$ cat src/rtl/automata_vga_pkg.sv
// Shared timing, cell-grid geometry and fetch FSM type for the automata VGA pixel source.
package automata_vga_pkg;
  localparam logic [10:0] HACTIVE   = 11'd1280;
  localparam logic [10:0] HTOTAL    = 11'd1688;
  localparam logic [10:0] VACTIVE   = 11'd1024;
  localparam logic [10:0] VTOTAL    = 11'd1066;
  localparam logic [10:0] HLAST     = HTOTAL - 11'd1;
  localparam logic [10:0] VLAST     = VTOTAL - 11'd1;
  localparam logic [10:0] VACT_LAST = VACTIVE - 11'd1;

  localparam int CELL_LOG2 = 3;
  localparam int WORD_W    = 32;
  localparam int ADDR_W    = 16;
  localparam int COLS      = int'(HACTIVE) >> CELL_LOG2;
  localparam int ROWS      = int'(VACTIVE) >> CELL_LOG2;
  localparam int WPR       = COLS / WORD_W;
  localparam int COL_W     = $clog2(COLS);
  localparam int ROW_W     = $clog2(ROWS);
  localparam int WIDX_W    = $clog2(WPR);
  localparam int BIT_W     = $clog2(WORD_W);

  localparam logic [23:0] ALIVE_RGB = 24'hFFFF00;
  localparam logic [23:0] DEAD_RGB  = 24'h00BFFF;

  typedef enum logic [1:0] {IDLE, REQ, DONE} fetch_state_t;
endpackage

$ cat src/rtl/automata_line_buffer.sv
// Ping-pong cell-row buffer: one shadow write port, one combinational single-bit read port.
module automata_line_buffer
  import automata_vga_pkg::*;
(
  input  logic              clk_i,
  input  logic              rst_ni,
  input  logic              swap_i,
  input  logic              wr_en_i,
  input  logic              wr_sel_i,
  input  logic [WIDX_W-1:0] wr_word_i,
  input  logic [WORD_W-1:0] wr_data_i,
  input  logic              rd_sel_i,
  input  logic [COL_W-1:0]  rd_col_i,
  output logic              act_o,
  output logic              rd_bit_o
);
  logic [WORD_W-1:0] mem_q [2][WPR];
  logic              act_q;
  logic [WIDX_W-1:0] rd_word;
  logic [BIT_W-1:0]  rd_bit;

  assign rd_word = rd_col_i[COL_W-1:BIT_W];
  assign rd_bit  = rd_col_i[BIT_W-1:0];
  assign act_o   = act_q;

  // Columns past the last word only occur in blanking; return a dead cell there.
  always_comb begin
    rd_bit_o = 1'b0;
    if (int'(rd_word) < WPR) rd_bit_o = mem_q[rd_sel_i][rd_word][rd_bit];
  end

  always_ff @(posedge clk_i or negedge rst_ni) begin
    if (!rst_ni) begin
      act_q <= 1'b0;
      for (int b = 0; b < 2; b++)
        for (int w = 0; w < WPR; w++)
          mem_q[b][w] <= '0;
    end else begin
      if (wr_en_i) mem_q[wr_sel_i][wr_word_i] <= wr_data_i;
      if (swap_i) act_q <= ~act_q;
    end
  end
endmodule

$ cat src/rtl/automata_pixel_fetch.sv
// Turns hcount/vcount into RGB from a cell bitmap; prefetches the next cell row during
// horizontal blanking into the shadow line buffer and swaps buffers at end of line.
module automata_pixel_fetch
  import automata_vga_pkg::*;
(
  input  logic              clk108,
  input  logic              reset_n,
  input  logic [10:0]       hcount,
  input  logic [10:0]       vcount,
  input  logic [ADDR_W-1:0] frame_base,
  output logic              mem_req,
  output logic [ADDR_W-1:0] mem_addr,
  input  logic              mem_ack,
  input  logic [WORD_W-1:0] mem_rdata,
  output logic [23:0]       pix_rgb,
  output logic              frame_start,
  output logic              underrun
);
  fetch_state_t      state_q;
  logic              req_q, fs_q, under_q;
  logic [ROW_W-1:0]  row_q;
  logic [WIDX_W-1:0] w_q;
  logic [ADDR_W-1:0] base_q;
  logic [23:0]       pix_q;
  logic              trig_frame, trig_row, eol, swap, wr_en, act, cell_bit;

  assign trig_frame = (hcount == HACTIVE) && (vcount == VLAST);
  assign trig_row   = (hcount == HACTIVE) && (vcount < VACT_LAST) && (&vcount[CELL_LOG2-1:0]);
  assign eol        = (hcount == HLAST);
  assign swap       = eol && (state_q != IDLE);
  // An ack landing on the swap edge belongs to an abandoned fetch; drop it.
  assign wr_en      = (state_q == REQ) && req_q && mem_ack && !eol;

  assign mem_req     = req_q;
  assign mem_addr    = base_q + ADDR_W'(row_q) * ADDR_W'(WPR) + ADDR_W'(w_q);
  assign frame_start = fs_q;
  assign underrun    = under_q;
  assign pix_rgb     = pix_q;

  automata_line_buffer u_lbuf (
    .clk_i     (clk108),
    .rst_ni    (reset_n),
    .swap_i    (swap),
    .wr_en_i   (wr_en),
    .wr_sel_i  (~act),
    .wr_word_i (w_q),
    .wr_data_i (mem_rdata),
    .rd_sel_i  (act),
    .rd_col_i  (hcount[CELL_LOG2 +: COL_W]),
    .act_o     (act),
    .rd_bit_o  (cell_bit)
  );

  always_ff @(posedge clk108 or negedge reset_n) begin
    if (!reset_n) begin
      state_q <= IDLE;
      req_q   <= 1'b0;
      fs_q    <= 1'b0;
      under_q <= 1'b0;
      row_q   <= '0;
      w_q     <= '0;
      base_q  <= '0;
    end else begin
      fs_q <= 1'b0;
      if (swap) begin
        state_q <= IDLE;
        req_q   <= 1'b0;
        if (state_q != DONE) under_q <= 1'b1;
      end else begin
        case (state_q)
          IDLE: begin
            if (trig_frame || trig_row) begin
              state_q <= REQ;
              req_q   <= 1'b1;
              w_q     <= '0;
              if (trig_frame) begin
                fs_q   <= 1'b1;
                base_q <= frame_base;
                row_q  <= '0;
              end else begin
                row_q <= vcount[CELL_LOG2 +: ROW_W] + ROW_W'(1);
              end
            end
          end
          REQ: begin
            // Request drops for one cycle between words.
            if (!req_q) begin
              req_q <= 1'b1;
            end else if (mem_ack) begin
              req_q <= 1'b0;
              if (w_q == WIDX_W'(WPR - 1)) state_q <= DONE;
              else w_q <= w_q + WIDX_W'(1);
            end
          end
          DONE: ;
          default: state_q <= IDLE;
        endcase
      end
    end
  end

  always_ff @(posedge clk108 or negedge reset_n) begin
    if (!reset_n) pix_q <= '0;
    else pix_q <= (hcount < HACTIVE && vcount < VACTIVE) ? (cell_bit ? ALIVE_RGB : DEAD_RGB) : 24'h0;
  end
endmodule

$ cat config.mk
export PLATFORM = sky130hd
export DESIGN_NAME = automata_pixel_fetch
export DESIGN_NICKNAME = d
export VERILOG_FILES = /design/src/rtl/automata_vga_pkg.sv /design/src/rtl/automata_line_buffer.sv /design/src/rtl/automata_pixel_fetch.sv
export SDC_FILE = /design/constraint.sdc
export NUM_CORES = 1
export LEC_CHECK = 0
export BUFFER_PORTS_ARGS = -buffer_cell sky130_fd_sc_hd__clkbuf_2
export CORE_AREA = 10 10 191 193
export DETAILED_ROUTE_END_ITERATION = 8
export DIE_AREA = 0 0 201 203
export GPL_ROUTABILITY_DRIVEN = 0
export HOLD_SLACK_MARGIN = 0.15
export PLACE_DENSITY = 0.73
export SLEW_MARGIN = 0
export SYNTH_ARGS = -nofsm -noshare
export SYNTH_HDL_FRONTEND = slang
export SYNTH_SLANG_ARGS = --single-unit
$ cat constraint.sdc
create_clock -name clk108 -period 11.2 [get_ports clk108]
set_clock_uncertainty 0.2 [all_clocks]
set_input_delay 0.56 -clock clk108 [delete_from_list [all_inputs] [get_ports clk108]]
set_output_delay 0.56 -clock clk108 [all_outputs]
set_load 0.02 [all_outputs]
## After elaboration in Yosys (flattened, before gate mapping)

Cells that the tools add are included.
Widths: inputs -> output; s select.

- Flip-flop bits (word level): 376
- Logic and storage cells: 117

- $add $sub $neg: 4
- $mul: 1
- $lt $le $gt $ge: 11
- Equal/unequal tests: 16
- Muxes and demuxes: 37
- Bitwise operators: 6
- Reduce and logical (&&, ||, !) cells: 23

Operators by type and width:

| operator | count |
|---|---|
| $mux 160 | 4 |
| $bwmux 320 | 1 |
| $demux 160 s1 | 1 |
| $bmux 32 s3 | 1 |
| $demux 32 s3 | 1 |
| $mux 32 | 3 |
| $mux 24 | 2 |
| $eq 11x11->1 const B | 3 |
| $lt 11x11->1 const B | 2 |
| $add 16x10->16 | 1 |
| $add 16x3->16 | 1 |
| $mux 3 | 4 |
| $ne 2x2->1 const B | 6 |
| $lt 11x10->1 const B | 1 |
| $logic_and 1x1->1 | 10 |
| $mul 7x3->10 const B | 1 |
| $mux 1 | 10 |
| $mux 2 | 5 |
| $ne 3x3->1 const B | 3 |
| $ge 4x4->1 const B | 2 |
| $not 3->4 | 2 |
| $add 7x1->7 const B | 1 |
| $mux 7 | 1 |
| $lt 5x6->1 const B | 1 |
| other kinds (25) | 31 |

## Depth between registers and ports, before layout

Gate-level depths: netlist (run 1).

- Depth after elaboration: 12
- Depth in mapped cells: 15
- Gate-level depth less buffers: 15

## Hierarchy

Synthesis (run 1) repeated with hierarchy kept, for this count alone.

- Cells, all modules: 1264
- Area, all modules: 17762.0 µm²

By module, submodules not included:

| module | times used | cells an instance | area an instance (µm²) | sequential area each (µm²) |
|---|---|---|---|---|
| automata_line_buffer | 1 | 982 | 14889.3 | 8032.7 |
| automata_pixel_fetch | 1 | 282 | 2872.8 | 850.8 |

## Least setup slack after synthesis (run 1)

No wires, ideal clock.

- Kind: flip-flop to output port
- Start point: register row_q[0]
- End point: output mem_addr[11]
- Data arrival time: 3.575 ns
- Slack: 6.865 ns
- Stages on the path, launching flop included: 13
- Path buffers: 0
- Cell sequence: dfrtp_1 > ha_1 > ha_1 > inv_1 > fa_1 > fa_1 > nor2b_1 > o21ai_0 > a21boi_0 > o21ai_0 > a21oi_1 > o21ai_0 > o311ai_0

- Longest elaborated chain between the ends: 3

Ends and longest elaborated chain:

| item | line | source |
|---|---|---|
| from (decl) | automata_pixel_fetch.sv:21 | `logic [ROW_W-1:0] row_q;` |
| from (signal assigned) | automata_pixel_fetch.sv:81 | `row_q <= vcount[CELL_LOG2 +: ROW_W] + ROW_W'(1);` |
| $mul 7x3->10 | automata_pixel_fetch.sv:35 | `assign mem_addr = base_q + ADDR_W'(row_q) * ADDR_W'(WPR) + ADDR_W'(w_q);` |
| $add 16x10->16 | automata_pixel_fetch.sv:35 |  |
| $add 16x3->16 | automata_pixel_fetch.sv:35 |  |
| to (decl) | automata_pixel_fetch.sv:12 | `output logic [ADDR_W-1:0] mem_addr,` |

Every way passes these cells.

## Worst setup path in the final report (run 1)

- Start point: register row_q[0]
- End point: output mem_addr[14]

The elaborated chain is that of the path after synthesis.

==> qor.yml, run 1 <==
run_status:
  status: "completed"
synth:
  yosysTopAreaCellShare_pct: 50.0
  syn_inst: 1269
  synthTopCellsByArea: "dfrtp_1, mux2_2, mux2_4"
  synth_commonest_cells: "dfrtp_1, mux2_2, mux2_4, mux4_2, mux2i_1"
  synthDistinctLibCells: 63
  yosysTopAreaCell: "dfrtp_1"
  ys_warn_count: 0
  syn_avg_cell_area_um2: 14.0
  synth-async-reset-ratio_pct: 100
  ys_seq_elements: 355
  synthFlopType: "dfrtp_1"
  synth-edff-count: 0
  syn_area_um2: 17800
  synthMostInstantiatedCell: "dfrtp_1"
  syn_nets: 1380
  ys_seq_area_share_pct: 50.0
clocking:
  cts.repair.resized: 0
  htreeDepth: 2
  postCtsHoldBufs: 19
  clk_path_buf_depth: 3
  cts_setup_buffers: 0
  cts_tree: "built"
  insertion_delay_ps: 530
  path_clk_slew_ps: 50
  cts-root-buf: "clkbuf_16"
  numCtsBuffers: 40
  cts_sinks: 355
worst_hold_path:
  holdPathStages: 3
  min-delay-start: "vcount[8]"
  min_to: "row_q[5]"
  hold_path.class: "primary input to register"
detailed_routing:
  drt-total-wl_mm: 42.0
  vias: 10758
  ant_nets: 0
  drcViolationCount: 0
  wl_per_cell_um: 23.2
  via_per_inst: 5.96
  first_pass_iters: 5
  drt_iter0_markers: 682
setup_path:
  regToRegStartpoint: "u_lbuf.act_o"
  critPathMaxFanout: 3
  crit_type: "register to output pin"
  r2r_end: "pix_rgb[22]"
  crit_path_start: "row_q[0]"
  critPathArrivalTime_ps: 4350
  reg2reg_setup_slack_ps: 7070
  reg2reg_depth: 10
  crit_path_end_kind: "output pin"
  critPathRequiredTime_ps: 10440
  crit_path_start_kind: "register"
timing:
  finalCriticalPeriod_ps: 5110
  worst_slew_pin_slew_ps: 1240
  fmax_ghz: 0.196
  fin_crit_sh_pct: 45.6
  fin_setup_tns_ps: 0
  setup_violations: 0
  finalHoldViolCount: 0
  finalMaxSlewViolations: 0
  maxSlewHeadroom_pct: 17.4
  finalHoldWorstSlack_ps: 194
  rsz0062_at_grt: "false"
floorplanning:
  fp.coreArea_um2: 32500
  die_h_um: 203
  ioPinCount: 116
  rows: 66
  dieArea_um2: 40800
  initial_utilization_pct: 54.8
  fp.dieW_um: 201
global_route:
  grt_pass1_vias: 11341
  grt_use_met2_pct: 32.5
  grt_max_degree: 183
  grt_pass1_wl_mm: 67.1
  top_usage_layer: "met2"
  met3_usage_pct: 4.23
  grt_usage_pct: 20.5
  antenna_found_initial: 1
  gr-total-overflow: 0
  grt_util_met1_pct: 28.6
power:
  peakVddDrop_v: 0.000101
  power_density_nw_per_um2: 134
  fin_total_pwr_mw: 2.66
  leakagePower_nw: 9.74
placement:
  portBuffers: 115
  place_hpwl_mm: 25.8
layout:
  multi_input_area_um2: 8140
  nets: 1452
  seqCellArea_um2: 8890
  drive_above_1_share_pct: 43.8
  area_growth_pct: 11.6
  antenna_cells: 0
  n_fill_cell: 2480
run:
  drv_cap: 0
state kept, by name, summed over array words and instances, names as in the netlist, 2 cells and up:
register / cells
u_lbuf.mem_q: 320
base_q: 16
row_q: 7
pix_rgb: 3
w_q: 3
state_q: 2
worst max path at each step:
| stage | end | slack (ps) | cells past startpoint |
|---|---|---|---|
| after floorplan | mem_addr[11] | 6870 | 12 |
| after global placement | mem_addr[12] | 6710 | 15 |
| after detailed placement | mem_addr[14] | 6690 | 15 |
| after CTS | mem_addr[14] | 6120 | 15 |
| after global routing | mem_addr[14] | 5770 | 15 |
| final | mem_addr[14] | 6090 | 15 |
per-layer routing:
layer  share of wire [%]  wire, um
met1                  45     19100
met5               0.021         9
met4                 1.6       665
met3                 6.1      2570
met2                  47     19600
per-stage QoR:
| step | utilization, % | instances | instance area, um2 | setup slack, ps |
|---|---|---|---|---|
| global placement | 56.8 | 1722 | 18400 | 6710 |
| CTS | 61.1 | 1806 | 19800 | 6120 |
| finish | 61.1 | 1806 | 19800 | 6090 |
| global route | 61.1 | 1806 | 19800 | 5770 |
| detailed placement | 56.8 | 1722 | 18400 | 6690 |
| floorplan | - | 1269 | 17800 | 6870 |
layout make-up:
class                   instances  area share, %
flip-flops and latches        355           44.8
multi-input cells             761           41.0
clock buffers                  58           5.75
repair buffers                153           4.71
well taps                     442           2.79
inverters                      30          0.568
clock inverters                 7          0.341
power breakdown:
part / total (mW) / internal, mW / leakage [nW] / switching [mW]
Clock: 1.23 / 0.724 / 0.582 / 0.508
Combinational: 0.134 / 0.0402 / 4.24 / 0.0942
Sequential: 1.29 / 1.29 / 4.93 / 0.00326
cell families (layout without fill, tap and decap cells):
family | after synthesis | in the layout | share of synthesized area, %
compound gates | 125 | 125 | 4.64
xor+xnor | 16 | 16 | 0.788
fa+ha+maj | 38 | 38 | 3.01
buf+inv | 153 | 248 | 4.42
flops | 355 | 355 | 50.0
mux | 442 | 442 | 33.1
simple gates | 140 | 140 | 4.08
critical path, cell delays in order, from the launching register on:
cell and delay, ps:
dfrtp_1 400, ha_1 300, ha_1 270, inv_1 50, fa_1 560, inv_1 60, ha_1 290, a21o_1 160
a21oi_1 200, nand2b_1 130, a21boi_0 120, o311ai_0 450, a31oi_1 210, o21ai_0 250, xnor2_1 170, clkbuf_2 200
cells in the final DEF (no fill, tap or decap), types with 12 or more instances in the layout:
cell / netlist / routed
buf_4: 30 / 19
clkbuf_1: 24 / 12
clkbuf_16: 0 / 41
clkbuf_2: 0 / 113
dfrtp_1: 355 / 354
dlygate4sd3_1: 0 / 19
ha_1: 30 / 30
inv_1: 28 / 28
mux2_2: 244 / 244
mux2_4: 90 / 90
mux2i_1: 52 / 52
mux4_2: 56 / 56
nand2_1: 44 / 43
nor2_1: 22 / 22
o21ai_0: 48 / 48
No activity file was read; power rests on OpenSTA's default activity.
==> run 2: changes to the inputs <==
Settings changed: ABC_AREA from default to 1, CORE_AREA 10 10 191 193 to 10 10 190 192, DIE_AREA 0 0 201 203 to 0 0 200 202.
Clock period 11.2 ns to 5.1 ns, I/O delays scaled along.
==> qor.yml, run 2 <==
run_status:
  status: "completed"
floorplanning:
  rows: 66
  fp.dieW_um: 200
  initial_utilization_pct: 54.5
  dieArea_um2: 40400
  die_h_um: 202
  fp.coreArea_um2: 32300
  ioPinCount: 116
power:
  power_density_nw_per_um2: 307
  leakagePower_nw: 9.70
  peakVddDrop_v: 0.000227
detailed_routing:
  drt-total-wl_mm: 48.5
  wl_per_cell_um: 17.7
  via_per_inst: 5.53
  drcViolationCount: 0
  vias: 15182
  drt_iter0_markers: 1611
  ant_nets: 0
  first_pass_iters: 5
synth:
  synthMostInstantiatedCell: "nand2_1"
  synth_commonest_cells: "nand2_1, dfrtp_1, o21ai_0, nand3_1, inv_1"
  synth-edff-count: 0
  ys_warn_count: 0
  syn_area_um2: 17600
  synth-async-reset-ratio_pct: 100
  ys_seq_elements: 355
  synthFlopType: "dfrtp_1"
  yosysTopAreaCell: "dfrtp_1"
  synthDistinctLibCells: 42
  syn_avg_cell_area_um2: 8.09
  syn_nets: 2287
  syn_inst: 2176
  yosysTopAreaCellShare_pct: 50.5
  ys_seq_area_share_pct: 50.5
  synthTopCellsByArea: "dfrtp_1, nand2_1, o21ai_0"
global_route:
  grt_max_degree: 117
  gr-total-overflow: 0
  grt_usage_pct: 24.5
  grt_pass1_vias: 15018
  grt_pass1_wl_mm: 80.1
  antenna_found_initial: 0
timing:
  setup_violations: 0
  fin_crit_sh_pct: 86.2
  worst_slew_pin_slew_ps: 1140
  fmax_ghz: 0.227
  fin_setup_tns_ps: 0
  maxSlewHeadroom_pct: 23.7
  finalCriticalPeriod_ps: 4400
  finalHoldViolCount: 0
  finalMaxSlewViolations: 0
  rsz0062_at_grt: "false"
run:
  drv_cap: 0
clocking:
  path_clk_slew_ps: 60
  cts.repair.resized: 0
  cts_sinks: 355
  insertion_delay_ps: 530
  cts_setup_buffers: 0
  cts_tree: "built"
  clk_path_buf_depth: 3
  htreeDepth: 2
  cts-root-buf: "clkbuf_16"
  numCtsBuffers: 39
setup_path:
  critPathMaxFanout: 3
  crit_path_end_kind: "output pin"
  crit_path_start_kind: "register"
  critPathRequiredTime_ps: 4640
  critPathArrivalTime_ps: 3940
  crit_type: "register to output pin"
layout:
  final_cells: 2746
  regMostFlops: "u_lbuf.mem_q"
  antenna_cells: 0
  nets: 2386
  top_regs: "u_lbuf.mem_q x320, base_q x16, row_q x7"
  drive_above_1_share_pct: 10.9
  layout_common_cells: "nand2_1, dfrtp_1, o21ai_0"
  layout_commonest_cell: "nand2_1"
  area_growth_pct: 14.6
  largest_reg_flops: 320
placement:
  post-place-cells: 2604
  place_hpwl_mm: 27.6
  portBuffers: 115
worst_hold_path:
  hold_path.class: "primary input to async pin"
[run 2: cell types whose count changed in the layout (fill, tap and decap cells not counted), moves of 76 or more]
cell / delta
inv_1: +76
mux2_2: -244
mux2_4: -90
nand2_1: +767
nand3_1: +224
o21ai_0: +201
[run 2: timing repair]
item | CTS | global route
setup endpoints to repair | 0 | 0
hold buffers | 72 | 0
hold endpoints to repair | 455 | 0
[run 2: path summary, 6_finish.rpt]
path / start / endpoint / slack (ps) / depth (start not counted)
max: row_q[0] / mem_addr[15] / 700 / 15
min: reset_n / base_q[11] / 140 / 2
max reg2reg: u_lbuf.act_o / pix_rgb[22] / 800 / 16
min reg2reg: underrun / underrun / 280 / 1
max in group asynchronous: reset_n / u_lbuf.mem_q[155] / 3240 / 3
min in group clk108: vcount[0] / row_q[2] / 170 / 6
[run 2: metrics by stage]
stage	setup WS, ps	util [%]	hold slack, ps	cell area, um2	power [mW]
after global placement	1310	56.0	178	18100	3.21
after CTS	689	62.5	154	20200	6.21
after detailed placement	1280	56.0	180	18100	3.21
final	703	62.5	143	20200	6.18
after global routing	387	62.5	243	20200	6.38
after floorplan	1460	-	-241	17600	3.05
[run 2: cells by family (layout without fill, tap and decap cells)]
family                   count (synthesis)  count (layout)  synth area share, %
flip-flops                             355             355                 50.5
XOR/XNOR                                19              19                0.945
AO/OA/AOI/OAI                          372             372                 11.1
AND/OR/NAND/NOR                       1133            1133                 27.3
buffers and inverters                  259             387                 7.16
adder cells (fa/ha/maj)                 38              38                 3.04
[run 2: metal layers]
metal	vias up	global-route usage, %	share of wire, %
li1	7249	-	-
met1	7283	32.5	43
met2	568	40.8	48
met3	82	3.61	7.1
met4	0	6.65	2.4
met5	-	0	0
[run 2: cell type report]
type                       instances  area, um2
fill                            2780      12100
sequential                       355       8890
multi-input combinational       1562       7470
timing repair buffer             208       1490
clock buffer                      55       1160
tap                              442        553
inverter                         109        412
clock inverter                    15        208
[run 2: power by group]
| part | total, mW | switching, mW | leakage [nW] | internal (mW) |
|---|---|---|---|---|
| clock | 2.98 | 1.15 | 0.682 | 1.83 |
| combinational | 0.379 | 0.258 | 4.09 | 0.121 |
| sequential | 2.82 | 0.00434 | 4.92 | 2.82 |
| total | 6.18 | 1.41 | 9.70 | 4.77 |
[run 2: worst max-delay path, stage by stage (launching register included)]
cell,delay [ps]
dfrtp_1,400
ha_1,310
ha_1,270
inv_1,50
fa_1,500
fa_1,470
inv_1,90
nand3_1,70
nand2_1,110
a21boi_0,140
o21ai_0,320
nand3_1,110
nand2_1,130
nand4_1,110
xnor2_1,150
clkbuf_2,190
